## src/rtl/countdown_timer_pkg.sv

```systemverilog
// Shared types, constants and helpers for the BCD MM:SS countdown timer.
package countdown_timer_pkg;

   typedef enum logic [1:0] {
      IDLE    = 2'd0,
      RUN     = 2'd1,
      PAUSED  = 2'd2,
      EXPIRED = 2'd3
   } state_e;

   localparam logic [3:0]  SEC_TENS_MAX = 4'd5;
   localparam logic [3:0]  BCD_MAX      = 4'd9;
   localparam logic [15:0] ZERO_TIME    = 16'h0000;

   // A load is acceptable only if every digit is a legal BCD digit for its position.
   function automatic logic load_valid(input logic [7:0] min_val, input logic [7:0] sec_val);
      return (min_val[7:4] <= BCD_MAX) && (min_val[3:0] <= BCD_MAX) &&
             (sec_val[7:4] <= SEC_TENS_MAX) && (sec_val[3:0] <= BCD_MAX);
   endfunction

endpackage

```

## src/rtl/tick_edge_sync.sv

```systemverilog
// Synchronizes the divided slow-clock level into clk and emits one pulse per rising edge.
module tick_edge_sync #(
   parameter int unsigned SYNC_STAGES = 2
) (
   input  logic clk,
   input  logic reset,
   input  logic async_in,
   output logic rise_pulse
);

   localparam int unsigned FILL_MAX = SYNC_STAGES + 1;

   logic [SYNC_STAGES-1:0] sync_q, sync_d;
   logic                   hist_q, hist_d;
   logic [2:0]             fill_q, fill_d;

   // Shift the input through the synchronizer; the edge detector stays disarmed until
   // the chain and history flop hold real samples, so a level already high at reset
   // release is not mistaken for a rising edge.
   always_comb begin
      sync_d     = {sync_q[SYNC_STAGES-2:0], async_in};
      hist_d     = sync_q[SYNC_STAGES-1];
      fill_d     = (fill_q == 3'(FILL_MAX)) ? fill_q : fill_q + 3'd1;
      rise_pulse = (fill_q == 3'(FILL_MAX)) & sync_q[SYNC_STAGES-1] & ~hist_q;
   end

   // Synchronizer, history and fill-counter registers.
   always_ff @(posedge clk or posedge reset) begin
      if (reset) begin
         sync_q <= '0;
         hist_q <= 1'b0;
         fill_q <= '0;
      end else begin
         sync_q <= sync_d;
         hist_q <= hist_d;
         fill_q <= fill_d;
      end
   end

endmodule

```

## src/rtl/countdown_timer_bcd.sv

```systemverilog
// Loadable BCD MM:SS countdown timer driven by rising edges of a divided tick level.
module countdown_timer_bcd
   import countdown_timer_pkg::*;
#(
   parameter int unsigned SYNC_STAGES = 2
) (
   input  logic       clk,
   input  logic       reset,
   input  logic       tick_in,
   input  logic       load,
   input  logic [7:0] load_min,
   input  logic [7:0] load_sec,
   input  logic       start,
   input  logic       pause,
   output logic [7:0] min_bcd,
   output logic [7:0] sec_bcd,
   output logic       running,
   output logic       expired,
   output logic       done,
   output logic       load_err
);

   state_e     state_q, state_d;
   logic [7:0] min_q, min_d, sec_q, sec_d;
   logic       running_q, running_d, expired_q, expired_d;
   logic       done_q, done_d, load_err_q, load_err_d;

   logic       tick;
   logic [3:0] su_dec, st_dec, mu_dec, mt_dec;
   logic       borrow_su, borrow_st, borrow_mu;
   logic [15:0] count_dec;

   tick_edge_sync #(
      .SYNC_STAGES(SYNC_STAGES)
   ) u_tick_sync (
      .clk       (clk),
      .reset     (reset),
      .async_in  (tick_in),
      .rise_pulse(tick)
   );

   // One-step BCD decrement as a borrow chain from seconds units up to minutes tens.
   always_comb begin
      borrow_su = (sec_q[3:0] == 4'd0);
      su_dec    = borrow_su ? BCD_MAX : sec_q[3:0] - 4'd1;
      borrow_st = borrow_su & (sec_q[7:4] == 4'd0);
      st_dec    = borrow_su ? (borrow_st ? SEC_TENS_MAX : sec_q[7:4] - 4'd1) : sec_q[7:4];
      borrow_mu = borrow_st & (min_q[3:0] == 4'd0);
      mu_dec    = borrow_st ? (borrow_mu ? BCD_MAX : min_q[3:0] - 4'd1) : min_q[3:0];
      mt_dec    = borrow_mu ? min_q[7:4] - 4'd1 : min_q[7:4];
      count_dec = {mt_dec, mu_dec, st_dec, su_dec};
   end

   // Next-state logic: load > start > pause, decrement only when no command acts.
   always_comb begin
      state_d    = state_q;
      min_d      = min_q;
      sec_d      = sec_q;
      done_d     = 1'b0;
      load_err_d = 1'b0;
      if (load) begin
         if (load_valid(load_min, load_sec)) begin
            min_d   = load_min;
            sec_d   = load_sec;
            state_d = IDLE;
         end else begin
            load_err_d = 1'b1;
         end
      end else if (start && (state_q == IDLE || state_q == PAUSED) &&
                   ({min_q, sec_q} != ZERO_TIME)) begin
         state_d = RUN;
      end else if (!start && pause && state_q == RUN) begin
         state_d = PAUSED;
      end else if (state_q == RUN && tick) begin
         min_d = count_dec[15:8];
         sec_d = count_dec[7:0];
         if (count_dec == ZERO_TIME) begin
            state_d = EXPIRED;
            done_d  = 1'b1;
         end
      end
      running_d = (state_d == RUN);
      expired_d = (state_d == EXPIRED);
   end

   // State, count and registered output flops.
   always_ff @(posedge clk or posedge reset) begin
      if (reset) begin
         state_q    <= IDLE;
         min_q      <= '0;
         sec_q      <= '0;
         running_q  <= 1'b0;
         expired_q  <= 1'b0;
         done_q     <= 1'b0;
         load_err_q <= 1'b0;
      end else begin
         state_q    <= state_d;
         min_q      <= min_d;
         sec_q      <= sec_d;
         running_q  <= running_d;
         expired_q  <= expired_d;
         done_q     <= done_d;
         load_err_q <= load_err_d;
      end
   end

   assign min_bcd  = min_q;
   assign sec_bcd  = sec_q;
   assign running  = running_q;
   assign expired  = expired_q;
   assign done     = done_q;
   assign load_err = load_err_q;

endmodule

```

## config.mk

```make
export PLATFORM = sky130hd
export DESIGN_NAME = countdown_timer_bcd
export DESIGN_NICKNAME = d
export VERILOG_FILES = /design/src/rtl/countdown_timer_pkg.sv /design/src/rtl/tick_edge_sync.sv /design/src/rtl/countdown_timer_bcd.sv
export SDC_FILE = /design/constraint.sdc
export NUM_CORES = 1
export LEC_CHECK = 0
export CORE_MARGIN = 1
export CORE_UTILIZATION = 42
export CTS_CLUSTER_SIZE = 10
export DETAILED_ROUTE_END_ITERATION = 10
export PLACE_DENSITY = 0.74
export SLEW_MARGIN = 20
export SYNTH_ARGS = -nofsm -noshare
export SYNTH_HDL_FRONTEND = slang
export SYNTH_SLANG_ARGS = --single-unit
```

## constraint.sdc

```tcl
create_clock -name clk -period 3 [get_ports clk]
set_input_delay 0.6 -clock clk [delete_from_list [all_inputs] [get_ports clk]]
set_output_delay 0.6 -clock clk [all_outputs]
set_load 0.05 [all_outputs]
```

Word-level counts from Yosys, hierarchy flattened
Cells that the tools add are included.

Flip-flop bits (word level): 28. Bits in latches: 0. RAM bits: 0. Memory bits (read-only): 0. Input bits: 22. Word-level logic and storage cells: 79. Memories kept: 0.

Add/sub/neg operators: 5. Multipliers: 0. Divide/modulo/power cells: 0. Magnitude comparators: 4. Equality and inequality tests: 8. Shift-type cells: 0. Muxes and demuxes: 29. Bitwise operators: 5. Reduce and logical (&&, ||, !) cells: 18.

Operators by type and width (count): 8-bit two-way mux (10); 4-bit two-way mux (6); 16-bit logical NOT (1); 16-bit nonzero test (1); 4-bit by 1-bit subtractor with 4-bit output (second input constant) (4); 4-bit <= comparator (second input constant) (3); 4-bit logical NOT (3); 2-bit two-way mux (6); 1-bit logical AND (8); 1-bit two-way mux (7); 1-bit bitwise AND (4); 2-bit by 1-bit equality test with 1-bit output (second input constant) (2); 2-bit equality test (second input constant) (2); 4-bit by 3-bit <= comparator with 1-bit output (second input constant) (1); 2-bit != test (second input constant) (2); 4-bit AND reduction (1); 3-bit by 1-bit adder with 3-bit output (second input constant) (1); 3-bit by 2-bit equality test with 1-bit output (second input constant) (1); 2-bit logical NOT (1); 2-bit by 1-bit != test with 1-bit output (second input constant) (1); 2-bit nonzero test (1); 1-bit logical NOT (1); 1-bit logical OR (1); 1-bit inverter (1).

Depth between registers and ports, before layout
Gate-level depths: netlist of the first run.

Depth after elaboration: 12. Mapped depth: 9. Mapped depth without buffers: 8.

Cells and area by module
Synthesis of the first run repeated with hierarchy kept, for this count alone.

Cells, all modules: 196. Area total of the unflattened synthesis: 1809.2 um2.

Modules (own cells, without submodules): countdown_timer_bcd (instances 1, cells each 181, area an instance 1585.3 um2); tick_edge_sync (instances 1, cells each 15, area an instance 224.0 um2).

Worst setup path before layout of the first run
Ideal clock, no wire load.

Path kind: register to register. Start: register sec_q[4], in the netlist sec_bcd[4]. End: register expired_q, in the netlist expired. Data arrival time: 2.494 ns. Data required time: 2.934 ns. Slack: 0.440 ns. Cell stages (with the launch flop): 10. Period minus slack after synthesis: 2.560 ns. Path through: dfrtp_1 > inv_1 > ha_1 > or3b_2 > buf_2 > nor4_2 > xnor2_1 > nand3_1 > o31ai_4 > and2_1.

Word-level cells in the longest chain between the ends: 12. Elaborated cells on any way between the ends: 18.

Ends and longest elaborated chain: start: declaration (line countdown_timer_bcd.sv:24) `logic [7:0] min_q, min_d, sec_q, sec_d;`; start signal: assignment (line countdown_timer_bcd.sv:91) `sec_q <= '0;`; start signal: assignment (line countdown_timer_bcd.sv:99) `sec_q <= sec_d;`; parallel branches: the longest is 9 deep, another holds 4-bit by 1-bit subtractor with 4-bit output; 2-bit two-way mux * (line countdown_timer_bcd.sv:69) `end else if (start && (state_q == IDLE || state_q == PAUSED) &&`; 2-bit two-way mux * (line countdown_timer_bcd.sv:61) `if (load) begin`; named net state_d[1] (line countdown_timer_bcd.sv:23) `state_e state_q, state_d;`; 2-bit equality test * (line countdown_timer_bcd.sv:83) `expired_d = (state_d == EXPIRED);`; named net expired_d (line countdown_timer_bcd.sv:25) `logic running_q, running_d, expired_q, expired_d;`; end signal: assignment (line countdown_timer_bcd.sv:101) `expired_q <= expired_d;`; end: declaration (line countdown_timer_bcd.sv:25).

Mark *: on every way through the listed nets, which the timed path passes. A chain may end at the register's enable or synchronous reset.

Worst setup path after layout of the first run
Ends and elaborated chain as after synthesis.

==> parameters.txt, run 1 <==
Parameter                              Value

Outcome
  Status ... completed

Clock tree
  Clock root cell ... clkbuf_8
  Clock transition at path regs ... approximately 0.10 ns
  Post_cts resized ... 0
  Number of buffers added to fix hold violations after cts ... 0
  Worst-skew pair later-pin latency ... 0.28 ns
  Maximum buffer depth of the clock tree ... 2
  TritonCTS Buffers ... 3
  Setup repair bufs after CTS ... 0
  Max H-tree Level ... 1
  CTS tree ... built
  Number of sinks on the clock net ... 28

Floorplan
  Initial core utilization ... 0.4385
  Die Wd ... roughly 67 µm
  Total die area ... 4470 µm²
  Standard-cell row count ... 23
  Ports ... 42
  Vert. Die Dim ... about 67 µm
  Floorplan Core Area ... around 4000 µm²

Hold path
  Min-Delay Path Class ... reg2reg
  Critical hold path startpoint ... u_tick_sync.sync_q[0]$_DFF_PP0_

Worst setup path
  Crit path max-delay family ... compound AO/OA/AOI/OAI gates
  Highest net fanout along the worst path ... 6
  Launching element of the worst setup path ... sec_bcd[4]$_DFFE_PP0P_
  Launch point of the worst reg-to-reg path ... sec_bcd[4]$_DFFE_PP0P_
  Series of cell instances along the critical path ... inv_1 -> ha_1 -> or3b_2 -> o41ai_1 -> o221ai_1 -> a21boi_0 -> o31ai_4 -> and2_1
  Critical path start-end classification ... reg2reg
  Worst Path Arrival ... about 2.8 ns
  Data required time at the worst endpoint ... around 3.2 ns
  Max stage delay cell, worst path ... or3b_2
  Largest stage delay, worst path ... ~0.56 ns
  CP endpoint kind ... flip-flop
  Kind of launch point of the worst setup path ... flip-flop
  Count of buffer and inverter cells on the critical path ... 1

GRT
  Maximum number of pins on one net before global-route repair ... 29
  Number of antenna violations at the first check in global routing ... 0
  GRT Total Usage ... 0.2113
  Number of global-route vias before repair ... approximately 1,600
  Total global routing overflow ... 0
  First-pass GRT wire length ... 7141 µm

Synthesis
  Syn_area_per_cell ... between 8 and 9 µm²
  Share of synthesized registers carrying an async set or reset ... 1.000
  Area share of the leading cell type in the synthesized netlist ... 0.3966
  Register bit count reported by yosys ... 28
  Synthesized Nets ... 226
  Post-synthesis instance total ... 197
  Cell type with the highest aggregate area in the netlist ... dfrtp_1
  Synth warnings ... 0
  Predominant post-synthesis flop cell ... dfrtp_1
  Count of different cell masters after synthesis ... 53
  Count of flip-flops with a built-in enable after synthesis ... 0
  Seq/Total Area, Yosys ... 0.3966
  Synth top area cells ... dfrtp_1, a21oi_1, ha_1
  Post-synthesis instance area ... 1767 µm²

Timing
  Slew of the pin with the lowest slew margin ... roughly 0.50 ns
  Setup-failing EPs final ... 0
  Final clock period utilization by the worst path ... 0.8482
  Final setup skew ... between 0.005 and 0.006 ns
  Achievable clock frequency ... approximately 0.39 GHz
  Hold violation total from the final report ... 0
  Relative slew slack ... 0.6647
  Total Negative Setup Slacks ... 0 ns
  Minimum clock period ... 2.545 ns
  Final Max Slew Viols ... 0
  RSZ-0062 raised after global routing ... false

Routing
  DR vias ... roughly 1,600
  Routed wirelength normalized by instance count ... ~15 µm
  Initial DRT Pass Iterations ... 4
  Antenna-violating nets left ... 0
  DR iter-0 viols ... 83
  Detail-routed via count per cell ... roughly 5.6
  Post-route DRC violation count ... 0
  Total wire length ... 4281 µm

Pwr
  Leakage dissipation ... about 0.00095 µW
  Cell area power density ... between 700 and 800 nW/µm²
  Max IR drop VDD ... around 400 µV

Finish
  Multi-input logic area ... around 970 µm²
  Final net count ... ~270
  Reg area ... approximately 700 µm²
  Layout cells sized above 1 ... 0.1046
  P&R area growth vs syn ... 30.74%
  Fillers ... slightly below 400
  Utilization of the core after routing ... 0.5733
  Number of antenna diodes ... 0

Place
  Detailed placement HPWL ... between 3000 and 4000 µm
  Global placer's final weighted congestion ... about 0.86
  Quantity of I/O buffers inserted on ports ... ~40

Job
  Max-capacitance violation count ... 0
-- state kept, by name, indices dropped and copies added (netlist names) --
register / cells
min_bcd: 8
load_err: 1
expired: 1
running: 1
u_tick_sync.hist_q: 1
u_tick_sync.fill_q: 3
u_tick_sync.sync_q: 2
state_q: 2
done: 1
sec_bcd: 8
-- layer usage --
layer	up-vias	track usage	part of all wire	routed length (µm)
li1	805	-	-	-
met1	761	0.2872	0.46	1975
met2	50	0.3396	0.47	2009
met3	6	0.03253	0.058	249
met4	0	0.06915	0.011	47
met5	-	0	0	0
-- area by class of cell --
cell class | instances | share of cell area
Sequential cell | 28 | 0.3034
Tap cell | 50 | 0.02709
Multi-Input combinational cell | 148 | 0.4204
Timing Repair Buffer | 48 | 0.2004
Inverter | 11 | 0.01788
Clock inverter | 1 | 0.01300
Clock buffer | 3 | 0.01788
-- synthesized netlist by cell type, types with 2 or more instances --
cell type	n
mux2i_1	6
nand3_1	8
nand2_1	13
xnor2_1	2
nand4_1	4
buf_6	2
inv_1	11
ha_1	7
nor3_1	2
a21boi_0	2
dfrtp_1	28
nor2_1	21
a22oi_1	2
o22ai_1	7
or3_1	2
a21oi_1	18
nor4_2	2
clkbuf_1	6
or3b_2	3
nor4_1	3
o21ai_0	16
-- logic make-up after synthesis --
| kind of cell | Yosys count | synth area share |
|---|---|---|
| AO/OA/AOI/OAI | 60 | 0.2181 |
| XOR/XNOR | 2 | 0.009917 |
| adder cells (fa/ha/maj) | 7 | 0.04957 |
| buffers and inverters | 21 | 0.05382 |
| flip-flops | 28 | 0.3966 |
| multiplexers | 7 | 0.04037 |
| AND/OR/NAND/NOR | 72 | 0.2316 |
-- worst register-to-register path: stages (launching register included) --
cell	delay [ns]
dfrtp_1	0.45
inv_1	0.13
ha_1	0.19
or3b_2	0.56
o41ai_1	0.54
o221ai_1	0.19
a21boi_0	0.18
o31ai_4	0.10
and2_1	0.16
-- metrics by stage --
stage | hold slack (ns) | power [µW] | area, µm² | std cells | worst slack, ns
after floorplan | 0.3312 | 1117 | 1767 | 197 | 0.4404
after CTS | 0.3638 | 1673 | 2310 | 289 | 0.4642
after global routing | 0.3668 | 1763 | 2310 | 289 | 0.3252
after detailed placement | 0.3395 | 1368 | 2238 | 285 | 0.4764
final | 0.3583 | 1669 | 2310 | 289 | 0.4554
after global placement | 0.3371 | 1356 | 2238 | 285 | 0.5041
-- placed cells by master, fill, tap and decap left out, types with 3 or more instances in the layout --
cell             netlist  routed
clkbuf_8               0       3
nand3_1                8       8
clkdlybuf4s50_1        0      41
mux2i_1                6       6
nor2_1                21      21
a21oi_1               18      18
o21ai_0               16      16
nor4_1                 3       3
o22ai_1                7       7
buf_4                  0       7
or3b_2                 3       3
nand2_1               13      13
dfrtp_1               28      28
nand4_1                4       4
inv_1                 11      11
ha_1                   7       7
-- power breakdown --
| part | switching [µW] | total, µW | internal, µW | leakage (µW) |
|---|---|---|---|---|
| Clock | 125 | 304 | 179 | 0.0000357 |
| Sequential | 123 | 574 | 451 | 0.000336 |
| Combinational | 491 | 792 | 301 | 0.000578 |
-- worst paths after layout --
kind | to | slack [ns] | depth (start not counted)
worst min-delay path | u_tick_sync.sync_q[1]$_DFF_PP0_ | 0.36 | 0
worst min register to register | u_tick_sync.sync_q[1]$_DFF_PP0_ | 0.36 | 0
worst max register to register | expired$_DFF_PP0_ | 0.46 | 8
max in group asynchronous | expired$_DFF_PP0_ | 2.04 | 3
worst max-delay path | expired$_DFF_PP0_ | 0.46 | 8
min in group asynchronous | load_err$_DFF_PP0_ | 0.69 | 3
(Power assumes the default switching activity.)
==> run 2: changes to the inputs <==
PLACE_DENSITY = 0.77   (was 0.74)
clock period = 2.24 ns   (was 3 ns; I/O delays follow)
==> run 2 against run 1 <==
Net effect: first-iteration DRC count increased by 67%; flip-flop and latch count unchanged; critical path type unchanged; non-clock buffer count grew 29.
==> parameters.txt, run 2 (synthesis results as in run 1) <==
Parameter                              Value

Finish
  Fillers ... roughly 350
  Number of antenna diodes ... 0
  P&R area growth vs syn ... 48.73%
  Layout cells sized above 1 ... 0.2575
  Final net count ... 298
  Count of non-filler cells in the finished layout ... roughly 320
  Commonest non-fill, non-tap cells in the layout ... clkdlybuf4s50_1, buf_4, nor2_1
  Leading cell type in the layout, fill and taps excluded ... clkdlybuf4s50_1

Pwr
  Cell area power density ... 936.1 nW/µm²
  Max IR drop VDD ... just under 500 µV
  Leakage dissipation ... 0.001106 µW
  Total Power ... ~2500 µW

Worst setup path
  Critical path start-end classification ... reg2reg
  R2R setup slack ... between 0.04 and 0.05 ns
  Largest stage delay, worst path ... between 0.5 and 0.6 ns
  Kind of launch point of the worst setup path ... flip-flop
  Highest net fanout along the worst path ... 3
  Count of buffer and inverter cells on the critical path ... 1
  Worst Path Arrival ... ~2.4 ns
  Crit path max-delay family ... simple AND/OR/NAND/NOR gates
  Max stage delay cell, worst path ... or4_4
  CP endpoint kind ... flip-flop
  Data required time at the worst endpoint ... between 2 and 2.5 ns
  Series of cell instances along the critical path ... or4_4 -> buf_6 -> nor4_4 -> xnor2_1 -> nand3_1 -> o31ai_4 -> and2_1

Floorplan
  Floorplan Core Area ... 4029 µm²
  Initial core utilization ... 0.4385
  Ports ... 42
  Total die area ... ~4500 µm²
  Standard-cell row count ... 23
  Vert. Die Dim ... 66.86 µm
  Die Wd ... between 60 and 70 µm

Place
  Post-placement worst setup slack ... -0.1307 ns
  Number of placed instances with taps included ... approximately 310
  Quantity of I/O buffers inserted on ports ... 41
  Detailed placement HPWL ... 3581 µm
  Global placer's final weighted congestion ... around 0.89

Routing
  Post-route DRC violation count ... 0
  Initial DRT Pass Iterations ... 4
  Routed wirelength normalized by instance count ... 15.14 µm
  Antenna-violating nets left ... 0
  Total wire length ... 4815 µm
  DR iter-0 viols ... roughly 140
  DR vias ... between 1,500 and 2,000
  Detail-routed via count per cell ... 5.635

Timing
  Achievable clock frequency ... approximately 0.45 GHz
  Slew of the pin with the lowest slew margin ... 0.4990 ns
  RSZ-0062 raised after global routing ... true
  Minimum clock period ... between 2 and 2.5 ns
  Worst Slack Setup Final ... approximately 0.04 ns
  Final setup skew ... about 0.0051 ns
  Final clock period utilization by the worst path ... 0.9821
  Setup-failing EPs final ... 0
  Final Max Slew Viols ... 0
  Hold violation total from the final report ... 0
  Relative slew slack ... 0.6663

Clock tree
  Max H-tree Level ... 1
  TritonCTS Buffers ... 3
  Number of sinks on the clock net ... 28
  CTS tree ... built
  Maximum buffer depth of the clock tree ... 2
  Clock transition at path regs ... ~0.1 ns
  Clock root cell ... clkbuf_8
  Worst-skew pair later-pin latency ... around 0.28 ns

Outcome
  Status ... completed

GRT
  Number of global-route vias before repair ... about 1,700
  GRT Total Usage ... 0.2322
  Maximum number of pins on one net before global-route repair ... 29
  Global routing's busiest layer ... met2
  Global routing usage on met1 ... 0.3024
  First-pass GRT wire length ... between 7000 and 8000 µm
  Met2 usage ... 0.4003
  Met3 usage ... 0.02740
  Total global routing overflow ... 0
  Number of antenna violations at the first check in global routing ... 0

Job
  Max-capacitance violation count ... 0

Hold path
  Min-Delay Path Class ... reg2reg
## run 2: what timing repair did
| action | CTS | global route |
|---|---|---|
| buffers inserted | 0 | 2 |
| hold buffers | 0 | 0 |
| setup endpoints to repair | 2 | 14 |
| pin swaps | 0 | 8 |
| resized for setup | 2 | 9 |
## run 2: metrics by stage
step,TNS [ns],hold WS (ns),area (µm²),utilization
floorplan,-0.2463,0.3312,1798,-
global placement,-0.9678,0.3335,2482,0.6161
detailed placement,-1.307,0.3364,2482,0.6161
CTS,0,0.3596,2567,0.6373
global route,-0.02590,0.3660,2628,0.6522
finish,0,0.3556,2628,0.6522
## run 2: area by class of cell
type / count / area [µm²] / area share
Clock buffer: 3 / 41.29 / 0.01571
Clock inverter: 1 / 30.03 / 0.01143
Inverter: 11 / 41.29 / 0.01571
Multi-Input combinational cell: 148 / 1045 / 0.3976
Sequential cell: 28 / 710.7 / 0.2705
Tap cell: 50 / 62.56 / 0.02381
Timing Repair Buffer: 77 / 696.9 / 0.2652
## run 2: layer usage
metal,wire [µm],vias to the layer above
met5,0,-
met4,70,0
met3,210,8
met2,2399,47
met1,2136,878
li1,-,859
## run 2: final timing paths
check,start,endpoint,cells after the start
worst max-delay path,sec_bcd[1]$_DFFE_PP0P_,expired$_DFF_PP0_,7
max in group asynchronous,reset,sec_bcd[2]$_DFFE_PP0P_,3
worst max register to register,sec_bcd[1]$_DFFE_PP0P_,expired$_DFF_PP0_,7
worst min-delay path,u_tick_sync.sync_q[0]$_DFF_PP0_,u_tick_sync.sync_q[1]$_DFF_PP0_,0
min in group asynchronous,reset,sec_bcd[1]$_DFFE_PP0P_,3
worst min register to register,u_tick_sync.sync_q[0]$_DFF_PP0_,u_tick_sync.sync_q[1]$_DFF_PP0_,0
## run 2: worst register-to-register path, stage by stage, from the launching register on
cell     delay, ns
dfrtp_2       0.42
or4_4         0.55
buf_6         0.15
nor4_4        0.30
xnor2_1       0.18
nand3_1       0.15
o31ai_4       0.22
and2_1        0.16
## run 2: where the power goes
group          switching, µW  internal (µW)  leakage, µW
clock network            164            239    0.0000357
registers               82.6            613     0.000327
logic                    807            553     0.000743
total                   1050           1410      0.00111
